## config.mk

```make
export PLATFORM = sky130hd
export DESIGN_NAME = mem_access_ctrl
export DESIGN_NICKNAME = d
export VERILOG_FILES = /design/src/rtl/mem_access_ctrl_pkg.sv /design/src/rtl/mem_access_ctrl_arbiter.sv /design/src/rtl/mem_access_ctrl.sv
export SDC_FILE = /design/constraint.sdc
export NUM_CORES = 1
export LEC_CHECK = 0
export CAP_MARGIN = 15
export CORE_ASPECT_RATIO = 2
export CORE_MARGIN = 1
export CORE_UTILIZATION = 35
export DETAILED_ROUTE_END_ITERATION = 12
export GPL_TIMING_DRIVEN = 0
export PLACE_DENSITY_LB_ADDON = 0.2
export SKIP_CTS_REPAIR_TIMING = 1
export SYNTH_ARGS = -nofsm -noshare
export SYNTH_HDL_FRONTEND = slang
export SYNTH_SLANG_ARGS = --single-unit
export TNS_END_PERCENT = 10
```

## constraint.sdc

```tcl
create_clock -name clk -period 1.35 [get_ports clk]
set_input_delay 0.405 -clock clk [delete_from_list [all_inputs] [get_ports clk]]
set_output_delay 0.405 -clock clk [all_outputs]
set_load 0.03 [all_outputs]
```

## src/rtl/mem_access_ctrl_pkg.sv

```systemverilog
// Shared definitions for the memory access controller: MMU width codes,
// controller state encoding and arbitration mode selectors.
package mem_access_ctrl_pkg;

  localparam logic [1:0] MMU_WIDTH_BYTE = 2'd0;
  localparam logic [1:0] MMU_WIDTH_HALF = 2'd1;
  localparam logic [1:0] MMU_WIDTH_WORD = 2'd2;

  localparam int ARB_FIXED = 0;
  localparam int ARB_RR    = 1;

  typedef enum logic [1:0] {
    MAC_IDLE   = 2'd0,
    MAC_ACCESS = 2'd1,
    MAC_DONE   = 2'd2
  } mac_state_e;

  // Width of a channel index; never less than one bit.
  function automatic int idx_width(input int n);
    return (n > 1) ? $clog2(n) : 1;
  endfunction

endpackage

```

## src/rtl/mem_access_ctrl_arbiter.sv

```systemverilog
// Combinational requester arbiter: picks one asserted channel, either the
// lowest index (fixed) or the first at/after the rotating pointer (round-robin).
module mem_access_arbiter
  import mem_access_ctrl_pkg::*;
#(
  parameter int NUM_CH   = 2,
  parameter int ARB_MODE = ARB_FIXED,
  parameter int IDX_W    = idx_width(NUM_CH)
) (
  input  logic [NUM_CH-1:0] i_valid,
  input  logic [IDX_W-1:0]  i_ptr,
  output logic [NUM_CH-1:0] o_grant,
  output logic [IDX_W-1:0]  o_idx,
  output logic              o_any
);

  // Channel examined at search offset 'off'; rotates by the pointer in round-robin.
  function automatic logic [IDX_W-1:0] chan_at(input int unsigned off,
                                               input logic [IDX_W-1:0] ptr);
    int unsigned c;
    if (ARB_MODE == ARB_RR) c = (off + 32'(ptr)) % NUM_CH;
    else                    c = off;
    return IDX_W'(c);
  endfunction

  // First asserted channel in search order wins.
  always_comb begin
    o_grant = '0;
    o_idx   = '0;
    o_any   = 1'b0;
    for (int unsigned i = 0; i < NUM_CH; i++) begin
      if (!o_any && i_valid[chan_at(i, i_ptr)]) begin
        o_any                    = 1'b1;
        o_idx                    = chan_at(i, i_ptr);
        o_grant[chan_at(i, i_ptr)] = 1'b1;
      end
    end
  end

endmodule

```

## src/rtl/mem_access_ctrl.sv

```systemverilog
// Memory access controller: arbitrates NUM_CH requesters onto one MMU port,
// holds the latched request until mmu_mem_ready, then acks for one cycle.
// Optional feature macro: MEM_ACCESS_TIMEOUT_EN (ACCESS timeout + rsp_err output).
module mem_access_ctrl
  import mem_access_ctrl_pkg::*;
#(
  parameter int NUM_CH   = 2,
  parameter int ADDR_W   = 32,
  parameter int DATA_W   = 32,
  parameter int ARB_MODE = ARB_FIXED,
  parameter int MAX_WAIT = 64
) (
  input  logic                     clk,
  input  logic                     reset_n,
  input  logic [NUM_CH-1:0]        req_valid,
  input  logic [NUM_CH-1:0]        req_write,
  input  logic [NUM_CH-1:0]        req_signed,
  input  logic [2*NUM_CH-1:0]      req_width,
  input  logic [ADDR_W*NUM_CH-1:0] req_addr,
  input  logic [DATA_W*NUM_CH-1:0] req_wdata,
  output logic [NUM_CH-1:0]        req_ack,
  output logic [DATA_W-1:0]        rsp_rdata,
  output logic                     busy,
  input  logic                     mmu_mem_ready,
  input  logic [DATA_W-1:0]        mmu_data_out,
  output logic                     mmu_write_enable,
  output logic                     mmu_read_enable,
  output logic                     mmu_mem_signed_read,
  output logic [1:0]               mmu_mem_data_width,
  output logic [ADDR_W-1:0]        mmu_address,
  output logic [DATA_W-1:0]        mmu_data_in
`ifdef MEM_ACCESS_TIMEOUT_EN
  ,
  output logic                     rsp_err
`endif
);

  localparam int IDX_W = idx_width(NUM_CH);

  mac_state_e          r_state, w_state_nxt;
  logic [NUM_CH-1:0]   r_ack, w_ack_nxt;
  logic [DATA_W-1:0]   r_rdata, w_rdata_nxt;
  logic                r_busy, w_busy_nxt;
  logic                r_we, w_we_nxt;
  logic                r_re, w_re_nxt;
  logic                r_sgn, w_sgn_nxt;
  logic [1:0]          r_wid, w_wid_nxt;
  logic [ADDR_W-1:0]   r_addr, w_addr_nxt;
  logic [DATA_W-1:0]   r_din, w_din_nxt;
  logic [IDX_W-1:0]    r_gidx, w_gidx_nxt;
  logic [IDX_W-1:0]    r_ptr, w_ptr_nxt;
  logic [NUM_CH-1:0]   w_grant;
  logic [IDX_W-1:0]    w_idx;
  logic                w_any;
`ifdef MEM_ACCESS_TIMEOUT_EN
  localparam int CNT_W = $clog2(MAX_WAIT + 1);
  localparam logic [CNT_W-1:0] MAX_WAIT_C = CNT_W'(MAX_WAIT);
  logic [CNT_W-1:0]    r_cnt, w_cnt_nxt;
  logic                r_err, w_err_nxt;
`endif

  mem_access_arbiter #(
    .NUM_CH   (NUM_CH),
    .ARB_MODE (ARB_MODE),
    .IDX_W    (IDX_W)
  ) u_arb (
    .i_valid (req_valid),
    .i_ptr   (r_ptr),
    .o_grant (w_grant),
    .o_idx   (w_idx),
    .o_any   (w_any)
  );

  // Next state and next values of every registered output / latch field.
  always_comb begin
    w_state_nxt = r_state;
    w_ack_nxt   = '0;
    w_rdata_nxt = r_rdata;
    w_we_nxt    = r_we;
    w_re_nxt    = r_re;
    w_sgn_nxt   = r_sgn;
    w_wid_nxt   = r_wid;
    w_addr_nxt  = r_addr;
    w_din_nxt   = r_din;
    w_gidx_nxt  = r_gidx;
    w_ptr_nxt   = r_ptr;
`ifdef MEM_ACCESS_TIMEOUT_EN
    w_cnt_nxt   = r_cnt;
    w_err_nxt   = 1'b0;
`endif
    case (r_state)
      MAC_IDLE: begin
        if (w_any) begin
          w_state_nxt = MAC_ACCESS;
          w_gidx_nxt  = w_idx;
          w_we_nxt    = req_write[w_idx];
          w_re_nxt    = ~req_write[w_idx];
          w_sgn_nxt   = req_signed[w_idx];
          w_wid_nxt   = req_width[int'(w_idx)*2 +: 2];
          w_addr_nxt  = req_addr[int'(w_idx)*ADDR_W +: ADDR_W];
          w_din_nxt   = req_write[w_idx] ? req_wdata[int'(w_idx)*DATA_W +: DATA_W] : '0;
          if (ARB_MODE == ARB_RR)
            w_ptr_nxt = (w_idx == IDX_W'(NUM_CH - 1)) ? '0 : w_idx + 1'b1;
`ifdef MEM_ACCESS_TIMEOUT_EN
          w_cnt_nxt   = '0;
`endif
        end
      end
      MAC_ACCESS: begin
        if (mmu_mem_ready) begin
          w_state_nxt     = MAC_DONE;
          w_we_nxt        = 1'b0;
          w_re_nxt        = 1'b0;
          w_ack_nxt[r_gidx] = 1'b1;
          if (r_re) w_rdata_nxt = mmu_data_out;
        end
`ifdef MEM_ACCESS_TIMEOUT_EN
        // Counter already equal to MAX_WAIT means MAX_WAIT full ACCESS cycles elapsed.
        else if (r_cnt == MAX_WAIT_C) begin
          w_state_nxt       = MAC_DONE;
          w_we_nxt          = 1'b0;
          w_re_nxt          = 1'b0;
          w_ack_nxt[r_gidx] = 1'b1;
          w_rdata_nxt       = '0;
          w_err_nxt         = 1'b1;
        end else begin
          w_cnt_nxt = r_cnt + 1'b1;
        end
`endif
      end
      MAC_DONE: w_state_nxt = MAC_IDLE;
      default:  w_state_nxt = MAC_IDLE;
    endcase
    w_busy_nxt = (w_state_nxt != MAC_IDLE);
  end

  // FSM state register.
  always_ff @(posedge clk or negedge reset_n) begin
    if (!reset_n) r_state <= MAC_IDLE;
    else          r_state <= w_state_nxt;
  end

  // Registered outputs, request latch and round-robin pointer.
  always_ff @(posedge clk or negedge reset_n) begin
    if (!reset_n) begin
      r_ack   <= '0;
      r_rdata <= '0;
      r_busy  <= 1'b0;
      r_we    <= 1'b0;
      r_re    <= 1'b0;
      r_sgn   <= 1'b0;
      r_wid   <= '0;
      r_addr  <= '0;
      r_din   <= '0;
      r_gidx  <= '0;
      r_ptr   <= '0;
    end else begin
      r_ack   <= w_ack_nxt;
      r_rdata <= w_rdata_nxt;
      r_busy  <= w_busy_nxt;
      r_we    <= w_we_nxt;
      r_re    <= w_re_nxt;
      r_sgn   <= w_sgn_nxt;
      r_wid   <= w_wid_nxt;
      r_addr  <= w_addr_nxt;
      r_din   <= w_din_nxt;
      r_gidx  <= w_gidx_nxt;
      r_ptr   <= w_ptr_nxt;
    end
  end

`ifdef MEM_ACCESS_TIMEOUT_EN
  // ACCESS wait counter and error flag.
  always_ff @(posedge clk or negedge reset_n) begin
    if (!reset_n) begin
      r_cnt <= '0;
      r_err <= 1'b0;
    end else begin
      r_cnt <= w_cnt_nxt;
      r_err <= w_err_nxt;
    end
  end

  assign rsp_err = r_err;
`endif

  assign req_ack             = r_ack;
  assign rsp_rdata           = r_rdata;
  assign busy                = r_busy;
  assign mmu_write_enable    = r_we;
  assign mmu_read_enable     = r_re;
  assign mmu_mem_signed_read = r_sgn;
  assign mmu_mem_data_width  = r_wid;
  assign mmu_address         = r_addr;
  assign mmu_data_in         = r_din;

endmodule

```

==> summary.txt, run 1 <==
GRT
  • GRT Overall Usage: approximately a fifth
  • Met2 Track Usage GR: 36.0%
  • GR Util met3: roughly 4.4%
  • Via count of the first global-routing pass: between 4000 and 5000
  • Initial antenna violation count: 0
  • Largest net degree at the start of global routing: 66
  • M1 GR Usage: 19.4%
  • First-pass GRT wire length: 20700 um
  • Remaining Overflow, GRT: 0
  • GRT busiest layer: met2

Setup path
  • CP max FO: 8
  • Critical Setup Path Class: reg -> reg
  • Crit path cell chain: or4_4 -> buf_8 -> o2bb2ai_1
  • WP data arrival: 1.78 ns
  • WP data required: 1.60 ns
  • Slowest library cell on the worst path: or4_4
  • Worst path max stage delay: around 0.68 ns
  • CP endpoint kind: flip-flop
  • Worst setup SP type: flip-flop
  • Worst reg2reg setup slack: -0.18 ns

Detailed routing
  • Total detailed-routing wirelength: roughly 14000 um
  • Via density: just under 5
  • DRC Markers: 19
  • First-pass iteration count of the detailed router: 8
  • Initial drt markers: about 100
  • Routed Antenna Nets: 0
  • Routed length per instance: 18.4 um
  • Total number of vias: 3750

Floorplan
  • Number of placed I/O pins: 277
  • Die H: 168 um
  • Die area: between 10000 and 15000 um^2
  • Initial Utilization: ~36%
  • Die W: 84.9 um
  • Core area: 13400 um^2
  • Row cnt: 60

Timing
  • Period utilization: 113%
  • Min cycle time layout: between 1.5 and 2 ns
  • Worst Tran Pin Value: 0.588 ns
  • Final setup vio count: 97
  • RSZ-0062 raised after global routing: true
  • Hold Fails Final Rpt: 0
  • Sum Neg Setup Slack: -8.29 ns
  • Final Slew Violations: 0
  • Worst hold margin: about 0.055 ns
  • FMAX: 655 MHz
  • PnR worst setup slack: -0.177 ns
  • Worst slew margin: 60.8%
  • Max Clock Skew: ~0.011 ns

Status
  • Status: complete, but fails checks
  • Failing checks: design-rule violations, negative setup slack

Clock tree
  • Worst-case clock buffer depth: 2
  • CTS Buf Count: 9
  • Clk root buf: clkbuf_16
  • H-tree depth: 3
  • Clock Sinks: 107
  • Skew-Pair Late Insertion Delay: ~0.34 ns
  • Reg clk slew, reported paths: 0.08 ns
  • CTS tree: done

Placement
  • DP Wirelength: around 11000 um
  • Final Wtd Congestion: 0.771
  • # port buffers: 276
  • Post-Place Setup Slack: -1.04 ns

Finish
  • Most frequent cells in the layout: 167 x clkdlybuf4s50_1, 105 x dfrtp_1, 61 x mux2_1, 42 x clkbuf_2, 40 x buf_2
  • Synth-to-Final Area Change: 71.0%
  • Diodes inserted: 0
  • Layout cells sized above 1: 36.8%
  • Commonest non-fill, non-tap cell in the layout: clkdlybuf4s50_1
  • Nets: roughly 780
  • Final core utilization: between 60 and 70%

Synth
  • Post-Syn Area: 4810 um^2
  • Post-synthesis sequential area ratio: 55.7%
  • Synth area leaders: dfrtp_1 56%, mux2_1 15%, mux2_2 8.2%, mux2i_1 6.9%, o2bb2ai_1 5.8%
  • Synth area leader: dfrtp_1
  • Cell count after synthesis: 315
  • Post-synth cell types: 27
  • Top-area cell type share of the netlist area: 55.7%
  • Post-synth net total: 488
  • Mean area per synthesized cell: 15.3 um^2
  • Synth warnings: 0
  • FF+latch count, synth: 107

Pwr
  • Leak Pwr: 3.76 nW
  • Power per cell area: 2030 nW/um^2
  • Max VDD drop: 0.00128 V

Run
  • Max-Cap Viols: 0

Min path
  • Min-delay worst type: in -> async
## synth_stat cells (all sizes together)
master	count
a211oi	1
a21oi	2
a31o	1
and2b	1
buf	21
dfrtp	107
dlymetal6s2s	1
inv	2
mux2	102
mux2i	33
nand2	2
nand2b	1
nand3b	1
nor2	4
nor3	1
nor4	1
o21ai	1
o2bb2ai	32
or4	1
## power breakdown
group | internal (mW) | switching, mW | total, mW
logic | 3.59 | 5.03 | 8.63
registers | 4.70 | 0.950 | 5.65
clock network | 1.26 | 1.18 | 2.45
## per-stage QoR
stage                     instance area, um^2  power [mW]  cells
after floorplan                          4850        10.3    315
after global placement                   7810        14.4    746
after detailed placement                 7840        14.6    747
after CTS                                8110        17.1    762
after global routing                     8220        17.5    767
final                                    8220        16.7    767
## routing by layer
| layer | part of all wire, % | wire length (um) |
|---|---|---|
| met1 | 35 | 4930 |
| met5 | 0 | 0 |
| met3 | 6.1 | 859 |
| met4 | 2.8 | 393 |
| met2 | 56 | 7970 |
## final timing paths
path                              start               to  depth (start not counted)
max                          r_state[1]  mmu_data_in[28]                          3
min                             reset_n  mmu_data_in[13]                          1
max reg2reg                  r_state[1]  mmu_data_in[28]                          3
min reg2reg                      r_gidx       req_ack[0]                          1
max in group asynchronous       reset_n  mmu_address[16]                          2
min in group clk           req_valid[0]             busy                          3
## state kept, by name, summed over array words and instances (netlist names)
signal,flops
mmu_write_enable,1
mmu_data_in,32
mmu_mem_signed_read,1
rsp_rdata,32
busy,1
mmu_mem_data_width,2
mmu_read_enable,1
req_ack,2
r_gidx,1
r_state,2
mmu_address,32
## cell type report
class / count / area, um^2
Fill cell: 1109 / 5210
Sequential cell: 107 / 2680
Timing Repair Buffer: 283 / 2490
Multi-Input combinational cell: 184 / 2280
Buffer: 21 / 293
Clock buffer: 9 / 225
Tap cell: 155 / 194
Clock inverter: 6 / 47.5
Inverter: 2 / 7.51
## worst max-delay path, delay by kind of cell, from the launching register on
family / cells / cell delay (ns)
flops: 1 / 0.44
buf+inv: 1 / 0.18
simple gates: 1 / 0.68
compound gates: 1 / 0.15
## logic make-up (layout without fill, tap and decap cells)
kind of cell | after synthesis | in the layout | synth area share, %
compound gates | 37 | 37 | 6.63
flops | 107 | 107 | 55.7
simple gates | 12 | 12 | 1.38
buf+inv | 24 | 321 | 5.25
mux | 135 | 135 | 31.1
No activity file was read; power rests on OpenSTA's default activity.
==> run 2: changes to the inputs <==
--- a/config.mk
+++ b/config.mk
@@ -7,7 +7,7 @@
 export LEC_CHECK = 0
 export CAP_MARGIN = 15
 export CORE_ASPECT_RATIO = 2
-export CORE_MARGIN = 1
+export CORE_MARGIN = 2
 export CORE_UTILIZATION = 35
 export DETAILED_ROUTE_END_ITERATION = 12
 export GPL_TIMING_DRIVEN = 0
==> constraint.sdc (replaced) <==
create_clock -name clk -period 1.35 [get_ports clk]
set_input_delay 0.405 -clock clk [delete_from_list [all_inputs] [get_ports clk]]
set_output_delay 0.405 -clock clk [all_outputs]
set_load 0.1 [all_outputs]
==> run 2 against run 1 <==
Net effect: register-to-register slack barely moved; final cell count rose by 0.26%; clock-buffer cell count rose by 1; critical path type is now in -> reg; maximum frequency fell by 4.6%; highest routed layer unchanged; wire length rose by 3.7%; cell area rose by 13%; the flow finishes with violations (negative setup slack); sequential share of layout area fell by 3.7 points; largest cell class unchanged; critical endpoint is now mmu_data_in[5]; worst hold slack improved by 0.015 ns; die area rose by 3.6%; flip-flop and latch count did not move; non-clock buffer count rose by 1; critical path depth rose by 2.
==> summary.txt, run 2 (same netlist as run 1, synthesis figures left out) <==
Clock tree
  • Reg clk slew, reported paths: 0.08 ns (about the same)
  • Worst-case clock buffer depth: 2 (unchanged)
  • Clock Sinks: 107 (unchanged)
  • CTS tree: done
  • H-tree depth: 3 (unchanged)
  • Skew-Pair Late Insertion Delay: 0.34 ns (about the same)
  • CTS Buf Count: 9 (unchanged)
  • Clk root buf: clkbuf_16

GRT
  • GRT busiest layer: met2
  • Initial antenna violation count: 0 (unchanged)
  • M1 GR Usage: 19.3% (-0.18 points)
  • Remaining Overflow, GRT: 0 (unchanged)
  • GR Util met3: 3.70% (-0.72 points)
  • Via count of the first global-routing pass: 4103 (+1.2%)
  • Largest net degree at the start of global routing: 62 (-6.1%)
  • GRT Overall Usage: 18.4% (-0.50 points)
  • Met2 Track Usage GR: 34.4% (-1.6 points)
  • First-pass GRT wire length: 20900 um (+0.87%)

Timing
  • RSZ-0062 raised after global routing: true
  • PnR worst setup slack: -0.250 ns (-0.0729 ns)
  • FMAX: 625 MHz (-4.6%)
  • Period utilization: 119% (+5.4 points)
  • Worst Tran Pin Value: 0.629 ns (+0.0402 ns)
  • Max Clock Skew: 0.0127 ns (+0.00124 ns)
  • Min cycle time layout: 1.60 ns (+0.0729 ns)
  • Final Slew Violations: 0 (unchanged)
  • Hold Fails Final Rpt: 0 (unchanged)
  • Final setup vio count: 82 (-15%)
  • Worst slew margin: 58.1% (-2.7 points)
  • Sum Neg Setup Slack: -12.93 ns (-4.64 ns)

Finish
  • Diodes inserted: 0 (unchanged)
  • Most frequent cells in the layout: 168 x clkdlybuf4s50_1, 103 x dfrtp_1, 101 x buf_12, 52 x mux2_1, 35 x mux2_2
  • Commonest non-fill, non-tap cell in the layout: clkdlybuf4s50_1
  • Nets: 782 (+0.13%)
  • Synth-to-Final Area Change: 93.2%
  • Design Area, Final: 9290 um^2 (+13%)
  • Layout cells sized above 1: 36.8% (+0.043 points)

Status
  • Status: complete, but fails checks
  • Failing checks: negative setup slack

Setup path
  • CP endpoint kind: flip-flop
  • Critical Setup Path Class: in -> reg
  • CP max FO: 10 (+2)
  • Worst setup SP type: primary input
  • WP data required: 1.60 ns (about the same)
  • WP data arrival: 1.85 ns (+0.07 ns)

Detailed routing
  • Via density: 4.94 (+1.1%)
  • Total detailed-routing wirelength: 14700 um (+3.7%)
  • DRC Markers: 0 (-19)
  • Initial drt markers: 50 (-52%)
  • Routed Antenna Nets: 0 (unchanged)
  • First-pass iteration count of the detailed router: 4 (-4)
  • Total number of vias: 3800 (+1.3%)
  • Routed length per instance: 19.1 um (+3.5%)

Floorplan
  • Die H: 170 um (+1.2%)
  • Number of placed I/O pins: 277 (unchanged)
  • Initial Utilization: 35.8% (unchanged)
  • Row cnt: 60 (unchanged)
  • Die W: 86.9 um (+2.4%)
  • Core area: 13400 um^2 (unchanged)
  • Die area: 14800 um^2 (+3.6%)

Min path
  • Min-delay worst type: in -> async

Placement
  • DP Wirelength: 11100 um (+3.2%)
  • Post-Place Setup Slack: -1.02 ns (+0.0207 ns)
  • Final Wtd Congestion: 0.802 (+4.0%)
  • Dpl cell area: 7880 um^2 (+0.54%)
  • # port buffers: 276 (unchanged)

Run
  • Max-Cap Viols: 0 (unchanged)
==> run 2: final cells by class <==
class	count	area, um^2
multi-input cells	184	2040
flip-flops and latches	107	2690
clock inverters	6	40.0
fillers	960	4150
repair buffers	284	3800
inverters	2	7.51
clock buffers	10	229
well taps	155	194
plain buffers	21	294
==> run 2: worst paths after layout <==
check                             start         endpoint  slack (ns)  cells past startpoint
max                        req_write[1]   mmu_data_in[5]       -0.25                      5
min                             reset_n  mmu_data_in[12]        0.07                      1
max reg2reg                  r_state[1]     rsp_rdata[7]       -0.19                      5
min reg2reg                      r_gidx       req_ack[0]        0.43                      1
max in group asynchronous       reset_n   mmu_address[9]        0.54                      2
min in group clk           req_valid[0]             busy        0.39                      3
==> run 2: critical path, cell delays in order <==
cell	delay [ns]
clkdlybuf4s50_1	0.47
a21oi_2	0.06
or4_4	0.56
buf_8	0.18
o2bb2ai_1	0.17
==> run 2: stage by stage <==
step                instances  hold slack, ns  utilization [%]
CTS                       763          0.0840             60.6
floorplan                 315           0.109                -
global route              769           0.115             69.1
finish                    769          0.0699             69.1
detailed placement        747           0.413             58.6
global placement          746           0.419             58.4
==> run 2: metal layers <==
metal,up-vias,share of wire (%)
met5,-,0
met3,26,5.6
met2,148,58
met1,1887,33
met4,0,3.3
li1,1739,-
Power of run 2 is left out: the tool's default activity adds up to more than one toggle a clock period on the data nets, which glitch-free logic cannot reach.
==> edit (flow settings as in run 2) <==
The option `MEM_ACCESS_TIMEOUT_EN` is turned on by a define.
--- a/src/rtl/mem_access_ctrl.sv
+++ b/src/rtl/mem_access_ctrl.sv
@@ -1,6 +1,8 @@
 // Memory access controller: arbitrates NUM_CH requesters onto one MMU port,
 // holds the latched request until mmu_mem_ready, then acks for one cycle.
 // Optional feature macro: MEM_ACCESS_TIMEOUT_EN (ACCESS timeout + rsp_err output).
+`define MEM_ACCESS_TIMEOUT_EN
+
 module mem_access_ctrl
   import mem_access_ctrl_pkg::*;
 #(
Formal check against the unedited RTL (old outputs only; new: rsp_err): no difference found for any inputs over 4 cycles, from zero or initial values and one cycle with reset_n low; that may be too few to reach the edited logic, so the function may still have changed.
==> edit against run 2 <==
- the flow finishes with violations (hold timing, setup timing)
- hold slack worse by 160 ps
- die area up 9.7%
- critical path depth up 2
- cell area up 9.8%
- worst setup slack worse by 100 ps
- routed wire length up 27%
- sequential cell count up 8
- synthesized area up 10%
- largest cell class unchanged
Power is not shown: default switching activity piles up to over one toggle a cycle in this logic, so the estimate is an artifact.
==> edit: results (changes against run 2) <==
status -> finished with violations
violated checks -> hold timing, setup timing
WHS -> -85.9 ps (-156 ps)
Syn Nets -> 655 (+34%)
largest net degree at the start of global routing -> 73 (+18%)
first-pass GRT wire length -> 27500 um (+32%)
vias per cell -> 5.04 (+1.9%)
Synth area leaders -> dfrtp_1, mux2i_1, a22o_1
clk_skew -> 7.15 ps (-5.50 ps)
placed insts -> 953 (+28%)
Final Setup Violations -> 181 (+120%)
CP arrival -> 1990 ps (+140 ps)
CTS Buf Count -> 17 (+8)
Cell variety after synth -> 37 (+37%)
worst setup margin -> -353 ps (-103 ps)
slowest stage cell, crit path -> dfrtp_1
nets -> 961 (+23%)
max incr delay on CP -> 410 ps (-150 ps)
Routed WL per cell -> 18.7 um (-1.9%)
average cell area after synthesis -> 11.0 sq um (-28%)
top cells by count, synth -> dfrtp_1, nand2_1, mux2i_1
Reg clk slew, reported paths -> 60 ps (-20 ps)
vias in the first global route -> 5288 (+29%)
non-filler cells in the finished layout -> 994 (+29%)
layout cells sized above 1 -> 0.249 (-0.119)
reg2reg path depth -> 7 (+2)
Clock Latency Late Sink -> 400 ps (+60 ps)
Max H-tree Level -> 4 (+1)
final hold violations -> 43 (+43)
sequential share of the synthesized area -> 0.543 (-0.0132)
pre-CTS setup slack -> -1090 ps (-65.6 ps)
top_reg_cell synth -> dfrtp_1
gr usage total -> 0.218 (+0.0335)
PortBufs -> 277 (+0.36%)
[edit: changes by cell type in the layout (fill, tap and decap cells not counted), sizes merged, moves of 8 or more]
cell	delta
a22o	+64
nand2	+75
mux2i	+35
dfrtp	+8
mux2	-101
o21ai	+72
clkbuf	+27
o2bb2ai	-30
[edit: layout make-up]
type,count,area (sq um),share of cell area
clock buffer,20,467,0.0458
buffer,35,272,0.0266
sequential,115,2880,0.283
timing repair buffer,288,3910,0.383
inverter,7,26.3,0.00258
multi-input combinational,322,2250,0.220
tap,195,244,0.0239
clock inverter,12,153,0.0150
[edit: kinds of logic after synthesis]
family,count (synthesis),synth area share
AOI/OAI and AO/OA,151,0.195
DFF,115,0.543
adders and majority gates,2,0.00473
and+or+nand+nor,100,0.0834
buffers and inverters,43,0.0423
muxes,69,0.131
[edit: metal layers]
metal | share of wire | GRT usage | vias up
li1 | - | - | 2345
met1 | 0.34 | 0.226 | 2439
met2 | 0.58 | 0.408 | 194
met3 | 0.063 | 0.0569 | 29
met4 | 0.021 | 0.0915 | 0
met5 | 0 | 0 | -
[edit: path summary, 6_finish.rpt]
kind	start	end	slack, ps
worst min-delay path	reset_n	rsp_rdata[26]	-90
worst min register to register	r_gidx	req_ack[0]	440
worst max-delay path	r_cnt[0]	rsp_rdata[10]	-350
worst max register to register	r_cnt[0]	rsp_rdata[10]	-350
min in group clk	req_valid[0]	r_gidx	280
max in group asynchronous	reset_n	rsp_rdata[17]	700
[edit: worst max-delay path: cells and delay by family (launching register included)]
family | cells | cell delay, ps
buf+inv | 2 | 240
fa+ha+maj | 1 | 150
simple gates | 2 | 470
compound gates | 2 | 310
flops | 1 | 410
[edit: metrics by stage]
| stage | hold slack [ps] | setup TNS [ps] | util | cell area (sq um) |
|---|---|---|---|---|
| final | -85.9 | -19900 | 0.688 | 10200 |
| after global routing | -60.8 | -28840 | 0.688 | 10200 |
| after CTS | -78.7 | -155570 | 0.605 | 8960 |
| after detailed placement | 361 | -141840 | 0.563 | 8340 |
| after global placement | 443 | -663150 | 0.561 | 8320 |
| after floorplan | 109 | -11810 | - | 5300 |
